File: src/rtl/queue_pkg.sv
// Shared constants for the queue read-side blocks: default geometry, the
// fixed read latency, and the width helper for the packing counter.
package queue_pkg;

    localparam int DATA_W_DEF = 4;
    localparam int PACK_DEF   = 2;
    // Data appears on q_dout exactly this many cycles after q_rd; this is fixed.
    localparam int RD_LAT     = 1;

    function automatic int cnt_w(input int pack);
        return $clog2(pack + 1);
    endfunction

endpackage

File: src/rtl/queue_out_reg.sv
// Output holding register. A word is held stable while m_valid=1 and leaves
// on any edge where m_valid && m_ready; a load may replace it on that edge.
module queue_out_reg #(
    parameter int W = 8
) (
    input  logic         clk,
    input  logic         reset,
    input  logic         load,
    input  logic [W-1:0] din,
    input  logic         m_ready,
    output logic         m_valid,
    output logic [W-1:0] m_data,
    output logic         free
);

    assign free = !m_valid || m_ready;

    always_ff @(posedge clk or negedge reset) begin
        if (!reset) begin
            m_valid <= 1'b0;
            m_data  <= '0;
        end else if (load) begin
            m_valid <= 1'b1;
            m_data  <= din;
        end else if (m_ready) begin
            m_valid <= 1'b0;
        end
    end

endmodule

File: src/rtl/queue_reader.sv
// Drain-side queue consumer: strobes entries out of the queue, packs PACK of
// them (first entry in the MSBs) and hands the word to queue_out_reg.
module queue_reader
    import queue_pkg::*;
#(
    parameter int DATA_W = DATA_W_DEF,
    parameter int PACK   = PACK_DEF
) (
    input  logic                   clk,
    input  logic                   reset,
    input  logic                   q_empty,
    input  logic [DATA_W-1:0]      q_dout,
    output logic                   q_rd,
    input  logic                   flush,
    output logic                   m_valid,
    output logic [DATA_W*PACK-1:0] m_data,
    input  logic                   m_ready,
    output logic                   busy
);

    localparam int               CNT_W    = cnt_w(PACK);
    localparam int               WORD_W   = DATA_W * PACK;
    localparam logic [CNT_W-1:0] CNT_FULL = CNT_W'(PACK);

    // Handshake: m_data is transferred on every rising edge where
    // m_valid && m_ready; m_valid never drops and m_data never changes
    // while waiting for m_ready.

    logic [CNT_W-1:0]  cnt;
    logic              inflight;
    logic [WORD_W-1:0] asm_data;
    logic              out_free;
    logic              full;
    logic              xfer;
    logic              capture;

    always_comb begin
        full    = (cnt == CNT_FULL);
        xfer    = full && out_free;
        capture = inflight && !flush;
        // Entries already in the assembly reg plus the one in flight must
        // leave room, so a held output word stalls reads at the queue.
        q_rd    = reset && !q_empty && !flush &&
                  ((int'(cnt) + int'(inflight)) < PACK);
        busy    = (cnt != '0) || inflight || m_valid;
    end

    always_ff @(posedge clk or negedge reset) begin
        if (!reset) begin
            cnt      <= '0;
            inflight <= 1'b0;
            asm_data <= '0;
        end else begin
            inflight <= q_rd;
            // cnt+inflight never exceeds PACK, so capture and xfer are exclusive.
            if (xfer || flush) begin
                cnt <= '0;
            end else if (capture) begin
                cnt <= cnt + CNT_W'(1);
            end
            for (int i = 0; i < PACK; i++) begin
                if (capture && int'(cnt) == i) begin
                    asm_data[(PACK-1-i)*DATA_W +: DATA_W] <= q_dout;
                end
            end
        end
    end

    queue_out_reg #(
        .W(WORD_W)
    ) u_out (
        .clk     (clk),
        .reset   (reset),
        .load    (xfer),
        .din     (asm_data),
        .m_ready (m_ready),
        .m_valid (m_valid),
        .m_data  (m_data),
        .free    (out_free)
    );

endmodule

File: config.mk
export PLATFORM = sky130hd
export DESIGN_NAME = queue_reader
export DESIGN_NICKNAME = d
export VERILOG_FILES = /design/src/rtl/queue_pkg.sv /design/src/rtl/queue_out_reg.sv /design/src/rtl/queue_reader.sv
export SDC_FILE = /design/constraint.sdc
export NUM_CORES = 1
export LEC_CHECK = 0
export ABC_AREA = 1
export ABC_CLOCK_PERIOD_IN_PS = 1600
export BUFFER_PORTS_ARGS = -buffer_cell sky130_fd_sc_hd__buf_2
export CORE_MARGIN = 5
export CORE_UTILIZATION = 50
export CTS_CLUSTER_SIZE = 24
export DETAILED_ROUTE_END_ITERATION = 8
export HOLD_SLACK_MARGIN = 0.05
export PLACE_DENSITY = 0.75
export SLEW_MARGIN = 20
export SYNTH_ARGS = -nofsm -noshare
export SYNTH_HDL_FRONTEND = slang
export SYNTH_HIERARCHICAL = 1
export SYNTH_SLANG_ARGS = --single-unit
File: constraint.sdc
create_clock -name clk -period 1.6 [get_ports clk]
set_input_delay 0.16 -clock clk [delete_from_list [all_inputs] [get_ports clk]]
set_output_delay 0.16 -clock clk [all_outputs]
set_load 0.02 [all_outputs]
==> results of run 1 <==
==> cell type report <==
cell class | instances | area (um^2) | area share (%)
clock buffer | 3 | 22.5 | 2.19
timing repair buffer | 21 | 113 | 10.9
tap | 17 | 21.3 | 2.07
clock inverter | 1 | 30.0 | 2.92
multi-input combinational | 68 | 313 | 30.4
sequential | 20 | 500 | 48.6
inverter | 8 | 30.0 | 2.92
==> repair_timing <==
item / in CTS / in global routing
resized for setup: 0 / 0
hold endpoints to repair: 20 / 0
setup buffers: 0 / 0
hold buffers: 1 / 0
==> metal layers <==
layer  global-route usage, %  wire length [um]  up-vias  part of all wire (%)
li1                        -                 -      352                     -
met1                    20.3               800      334                    46
met2                    23.8               808       23                    46
met3                    3.79               118        4                   6.7
met4                    5.24                25        0                   1.4
met5                       0                 0        -                     0
==> metrics by stage <==
| step | instances | setup slack [ns] | hold slack (ns) |
|---|---|---|---|
| after floorplan | 97 | 0.454 | -0.136 |
| after global placement | 133 | 0.355 | 0.173 |
| after detailed placement | 133 | 0.276 | 0.173 |
| after CTS | 138 | 0.0844 | 0.0907 |
| after global routing | 138 | 0.0145 | 0.0977 |
| final | 138 | 0.0858 | 0.0841 |
==> placed cells by master (no fill, tap or decap), types with 2 or more instances in the layout <==
cell type,synthesis,layout
clkbuf_4,0,3
dfrtp_1,20,20
inv_1,5,5
nand4_1,2,2
nand2_1,46,46
nand3_1,11,11
nor2_1,3,3
ha_1,3,3
buf_2,0,19
inv_2,3,3
==> cells by family after synthesis <==
logic type	synth area share, %
AND/OR/NAND/NOR	32.2
flip-flops	58.6
buffers and inverters	4.83
adder cells (fa/ha/maj)	4.39
==> sequential cells by signal, indices dropped and copies added (netlist names) <==
signal / flops
asm_data: 8
u_out/m_valid: 1
inflight: 1
cnt: 2
u_out/m_data: 8
==> power by group through the flow <==
| stage | logic (mW) | clock network, mW | registers [mW] |
|---|---|---|---|
| after floorplan | 0.0788 | 0 | 0.656 |
| after global placement | 0.189 | 0 | 0.625 |
| after detailed placement | 0.194 | 0 | 0.630 |
| after CTS | 0.197 | 0.412 | 0.620 |
| after global routing | 0.219 | 0.436 | 0.626 |
| final | 0.193 | 0.409 | 0.619 |
==> worst max path at each step <==
stage,startpoint,slack (ns),cells after the start,to
after CTS,cnt[1],0.08,4,busy
after global placement,cnt[0],0.35,7,u_out/m_data[1]
final,cnt[1],0.09,4,busy
after floorplan,cnt[0],0.45,7,u_out/m_valid
after detailed placement,cnt[0],0.28,7,u_out/m_data[2]
after global routing,cnt[1],0.01,4,busy
==> worst max-delay path: cells and delay by family (launching register included) <==
family                     cells  cell delay (ns)
adders and majority gates      1             0.28
buffers and inverters          2             0.27
DFF                            1             0.42
and+or+nand+nor                1             0.09
==> qor.yml, run 1 <==
setup_path:
  cp.required_ns: 1.44
  crit_fanout: 6
  r2r_slack_ns: 0.25
  critPathKind: "reg2out"
  worstSetupEndpointType: "primary output"
  r2r-end: "u_out/m_data[2]"
  r2r_start: "cnt[0]"
  slowest_stage: "dfrtp_1"
  crit_arrival_ns: 1.35
  critPathLaunchType: "flop"
  slowest_delay_ns: 0.42
  crit_chain: "inv_1, ha_1, nand3b_1, buf_2"
  rr_worst_depth: 7
synth:
  synth_area_leader_cell: "dfrtp_1"
  synth_cell_types: 12
  yosysSeqAreaShare_pct: 58.6
  synthesis.area_um2: 855
  synth_common_cells: "46 x nand2_1, 20 x dfrtp_1, 11 x nand3_1"
  postSynthCellCount: 97
  synth_area_per_cell_um2: 8.81
  synth_edf_count: 0
  synth-seq-cells: 20
  syn_nets: 109
  synthFlopType: "dfrtp_1"
  ys_async_sr_fraction_pct: 100
  yosysMostFrequentCell: "nand2_1"
  synthTopCellsByArea: "dfrtp_1 59%, nand2_1 20%, nand3_1 6.4%, ha_1 4.4%, inv_1 2.2%"
  synth_top_area_share_pct: 58.6
  ys_warn_count: 6
die:
  die_y_um: 51.3
  core_area_mm2: 0.00167
  rows: 15
  initial_core_util_pct: 51.2
  ios: 20
  die_w_um: 51.3
  die-area_mm2: 0.00264
route:
  drtIter0Drc: 15
  vias: 713
  wire_per_inst_um: 12.7
  drt_drc_violations_left: 0
  wl_um: 1750
  drt_pass1_iterations: 4
  drtAntennaViolNets: 0
  via_per_inst: 5.17
place:
  dpl_cell_area_um2: 967
  gp_congestion: 0.818
  dpl.hpwl_um: 1370
  portBuffers: 19
global_route:
  grt_first_pass_wirelength_um: 2960
  antenna_found_initial: 0
  grt-ovfl-total: 0
  grt_max_degree: 21
  groute.usage.overall_pct: 15.2
  grt_pass1_vias: 680
final_layout:
  final_util_pct: 61.6
  drive_gt1_share_pct: 23.1
  fin_area_mm2: 0.00103
  syn_to_final_growth_pct: 20.5
  nFillCells: 152
  diodes: 0
  fin_nets: 134
min_path:
  hold_depth: 3
  hp-class: "in2reg"
  hp-start: "q_dout[1]"
  hold_end: "asm_data[1]"
power_and_ir_drop:
  cellPowerDensity_mw_per_mm2: 1190
  p_int_uw: 898
  combPwrFrac_pct: 15.8
  netSwitchingPower_uw: 323
  p_leak_nw: 0.619
  ir_drop_mv: 0.724
  pwr-share-clk_pct: 33.5
  seqPwrFrac_pct: 50.6
  finalPower_mw: 1.22
  switching_share_pct: 26.4
timing:
  skew_ns: 0.00790
  max-slew-margin-rel_pct: 83.7
  report.final.slew_viol_count: 0
  tightest_slew_ns: 0.245
  timing.final.crit_share_pct: 94.6
  grt_setup_unrepaired: "no"
  fin_setup_tns_ns: 0
  fmax_mhz: 660
  setup_viol: 0
  final-hold-violation-count: 0
  layout_min_cycle_time_ns: 1.51
flow_run:
  cap_viol_max_count: 0
clocking:
  tritoncts: "built"
  cts_sinks: 20
  root_buffer: "clkbuf_4"
  cts_made_buffers: 3
  insertion_delay_ns: 0.30
  clkTransAtPathRegs_ns: 0.11
  cts.path.max_buffers: 2
  htreeDepth: 1
run_status:
  status: "finished clean"
Note: power is estimated with default switching activity, not from simulation.
==> run 2: changes to the inputs <==
--- a/config.mk
+++ b/config.mk
@@ -5,7 +5,6 @@
 export SDC_FILE = /design/constraint.sdc
 export NUM_CORES = 1
 export LEC_CHECK = 0
-export ABC_AREA = 1
 export ABC_CLOCK_PERIOD_IN_PS = 1600
 export BUFFER_PORTS_ARGS = -buffer_cell sky130_fd_sc_hd__buf_2
 export CORE_MARGIN = 5
==> qor.yml, run 2 <==
run_status:
  status: "finished, violations left"
  violations: "setup timing"
timing:
  setup_slack_ns: -0.0855
  skew_ns: 0.00238
  setup_viol: 2
  fmax_mhz: 593
  final-hold-violation-count: 0
  layout_min_cycle_time_ns: 1.69
  report.final.slew_viol_count: 0
  tightest_slew_ns: 0.860
  fin_setup_tns_ns: -0.0908
  timing.final.crit_share_pct: 105
  grt_setup_unrepaired: "yes"
  max-slew-margin-rel_pct: 42.4
die:
  die-area_mm2: 0.00265
  rows: 15
  initial_core_util_pct: 51.4
  die_w_um: 51.4
  die_y_um: 51.4
  core_area_mm2: 0.00167
  ios: 20
power_and_ir_drop:
  p_int_uw: 852
  netSwitchingPower_uw: 288
  combPwrFrac_pct: 21.0
  seqPwrFrac_pct: 54.7
  p_leak_nw: 0.557
  switching_share_pct: 25.2
  pwr-share-clk_pct: 24.3
  ir_drop_mv: 0.579
  cellPowerDensity_mw_per_mm2: 1050
synth:
  synth_cell_types: 16
  synthTopCellsByArea: "dfrtp_1 58%, mux2_4 14%, mux2_2 10%, ha_1 4.4%, nand3b_1 1.7%"
  synth_area_per_cell_um2: 15.6
  synthFlopType: "dfrtp_1"
  synth-seq-cells: 20
  synth_edf_count: 0
  ys_async_sr_fraction_pct: 100
  synth_top_area_share_pct: 58.3
  synth_area_leader_cell: "dfrtp_1"
  synthesis.area_um2: 858
  syn_nets: 67
  yosysMostFrequentCell: "dfrtp_1"
  yosysSeqAreaShare_pct: 58.3
  synth_common_cells: "20 x dfrtp_1, 8 x mux2_2, 8 x mux2_4"
  postSynthCellCount: 55
  ys_warn_count: 6
final_layout:
  final_util_pct: 64.9
  diodes: 0
  syn_to_final_growth_pct: 26.2
  final_cell_mix: "20 x dfrtp_1, 17 x buf_2, 8 x mux2_2, 8 x mux2_4, 4 x buf_4"
  reg.largest.list: "asm_data: 8 flops, u_out/m_data: 8 flops, cnt: 2 flops"
  drive_gt1_share_pct: 61.0
  final_common_cell: "dfrtp_1"
  fin_nets: 95
route:
  wire_per_inst_um: 14.3
  drtAntennaViolNets: 0
  drtIter0Drc: 1
  vias: 519
  drt_pass1_iterations: 2
  wl_um: 1420
  via_per_inst: 5.24
  drt_drc_violations_left: 0
clocking:
  root_buffer: "clkbuf_4"
  htreeDepth: 1
  cts_made_buffers: 3
  clkTransAtPathRegs_ns: 0.10
  insertion_delay_ns: 0.28
  cts_sinks: 20
  cts.path.max_buffers: 2
  tritoncts: "built"
global_route:
  antenna_found_initial: 0
  grt_pass1_vias: 564
  groute.usage.overall_pct: 12.6
  grt-ovfl-total: 0
  grt_max_degree: 21
  grt_first_pass_wirelength_um: 2420
setup_path:
  cp_num_buf_inv: 1
  crit_fanout: 4
  cp.required_ns: 1.44
  cpLargestDelayFamily: "simple AND/OR/NAND/NOR gates"
  crit_chain: "or4b_4, a21oi_4, buf_6"
  slowest_stage: "or4b_4"
  critPathLaunchType: "flop"
  critPathKind: "reg2out"
  worstSetupEndpointType: "primary output"
  slowest_delay_ns: 0.54
  crit_arrival_ns: 1.53
place:
  portBuffers: 19
  gp_congestion: 0.708
  dpl.hpwl_um: 1120
min_path:
  hp-class: "in2reg"
flow_run:
  cap_viol_max_count: 0
[run 2: cell count changes in the layout (fill, tap and decap cells not counted), sizes merged, moves of 2 or more]
cell    before  now
buf         20   23
inv          8    2
mux2         0   16
nand2       46    0
nand2b       0    2
nand3       11    0
nand4        2    0
nor2         4    2
[run 2: what timing repair did]
item,in CTS,in global routing
hold endpoints to repair,20,0
buffers inserted,1,1
endpoints found under the setup margin,2,10
pin swaps,1,0
gates resized for setup,8,5
hold buffers,1,0
[run 2: power groups by stage]
| stage | Sequential (mW) | Combinational [mW] | Clock (mW) |
|---|---|---|---|
| 6_report | 0.624 | 0.239 | 0.277 |
| 5_1_grt | 0.635 | 0.257 | 0.306 |
| 4_1_cts | 0.626 | 0.240 | 0.286 |
| 3_5_place_dp | 0.635 | 0.227 | 0 |
| 3_3_place_gp | 0.631 | 0.220 | 0 |
| 2_1_floorplan | 0.668 | 0.109 | 0 |
[run 2: layout make-up]
class / instances / area, um^2
Sequential cell: 20 / 500
Inverter: 2 / 7.51
Timing Repair Buffer: 24 / 148
Fill cell: 133 / 587
Multi-Input combinational cell: 32 / 370
Tap cell: 17 / 21.3
Clock buffer: 4 / 36.3
[run 2: logic make-up after synthesis]
group                    count (synthesis)  synth area share [%]
AO/OA/AOI/OAI                            2                  1.46
XOR/XNOR                                 1                  1.02
adder cells (fa/ha/maj)                  3                  4.37
buffers and inverters                    3                  2.19
flip-flops                              20                  58.3
multiplexers                            17                  25.7
AND/OR/NAND/NOR                          9                  7.00
[run 2: worst paths after layout]
path | from | end | slack [ns] | cells after the start
min in group asynchronous | reset | u_out/m_data[6] | 0.63 | 3
min reg2reg | asm_data[4] | u_out/m_data[4] | 0.51 | 1
max | cnt[1] | q_rd | -0.09 | 3
min | q_dout[0] | asm_data[0] | 0.11 | 2
max in group asynchronous | reset | u_out/m_valid | 0.45 | 3
max reg2reg | cnt[1] | asm_data[2] | 0.03 | 6
[run 2: per-stage QoR]
| step | worst slack (ns) | instance area (um^2) | std cells | total power, mW | hold WS, ns |
|---|---|---|---|---|---|
| floorplan | 0.161 | 858 | 55 | 0.777 | -0.136 |
| global placement | 0.113 | 978 | 92 | 0.851 | 0.173 |
| detailed placement | 0.0726 | 978 | 92 | 0.863 | 0.170 |
| CTS | -0.111 | 1060 | 98 | 1.15 | 0.110 |
| global route | -0.148 | 1080 | 99 | 1.20 | 0.110 |
| finish | -0.0855 | 1080 | 99 | 1.14 | 0.113 |
[run 2: layer usage]
layer	track usage, %	routed length, um	vias up	part of all wire, %
met4	7.42	17	0	1.2
met1	14.4	602	257	42
met3	3.21	85	2	6.0
met2	21.0	715	13	50
li1	-	-	247	-
met5	0	0	-	0
[run 2: worst register-to-register path, stage by stage, from the launching register on]
cell and delay (ns):
dfrtp_1 0.42, inv_2 0.08, buf_4 0.13, buf_4 0.12, ha_1 0.16, nand3b_1 0.19, mux2_2 0.37
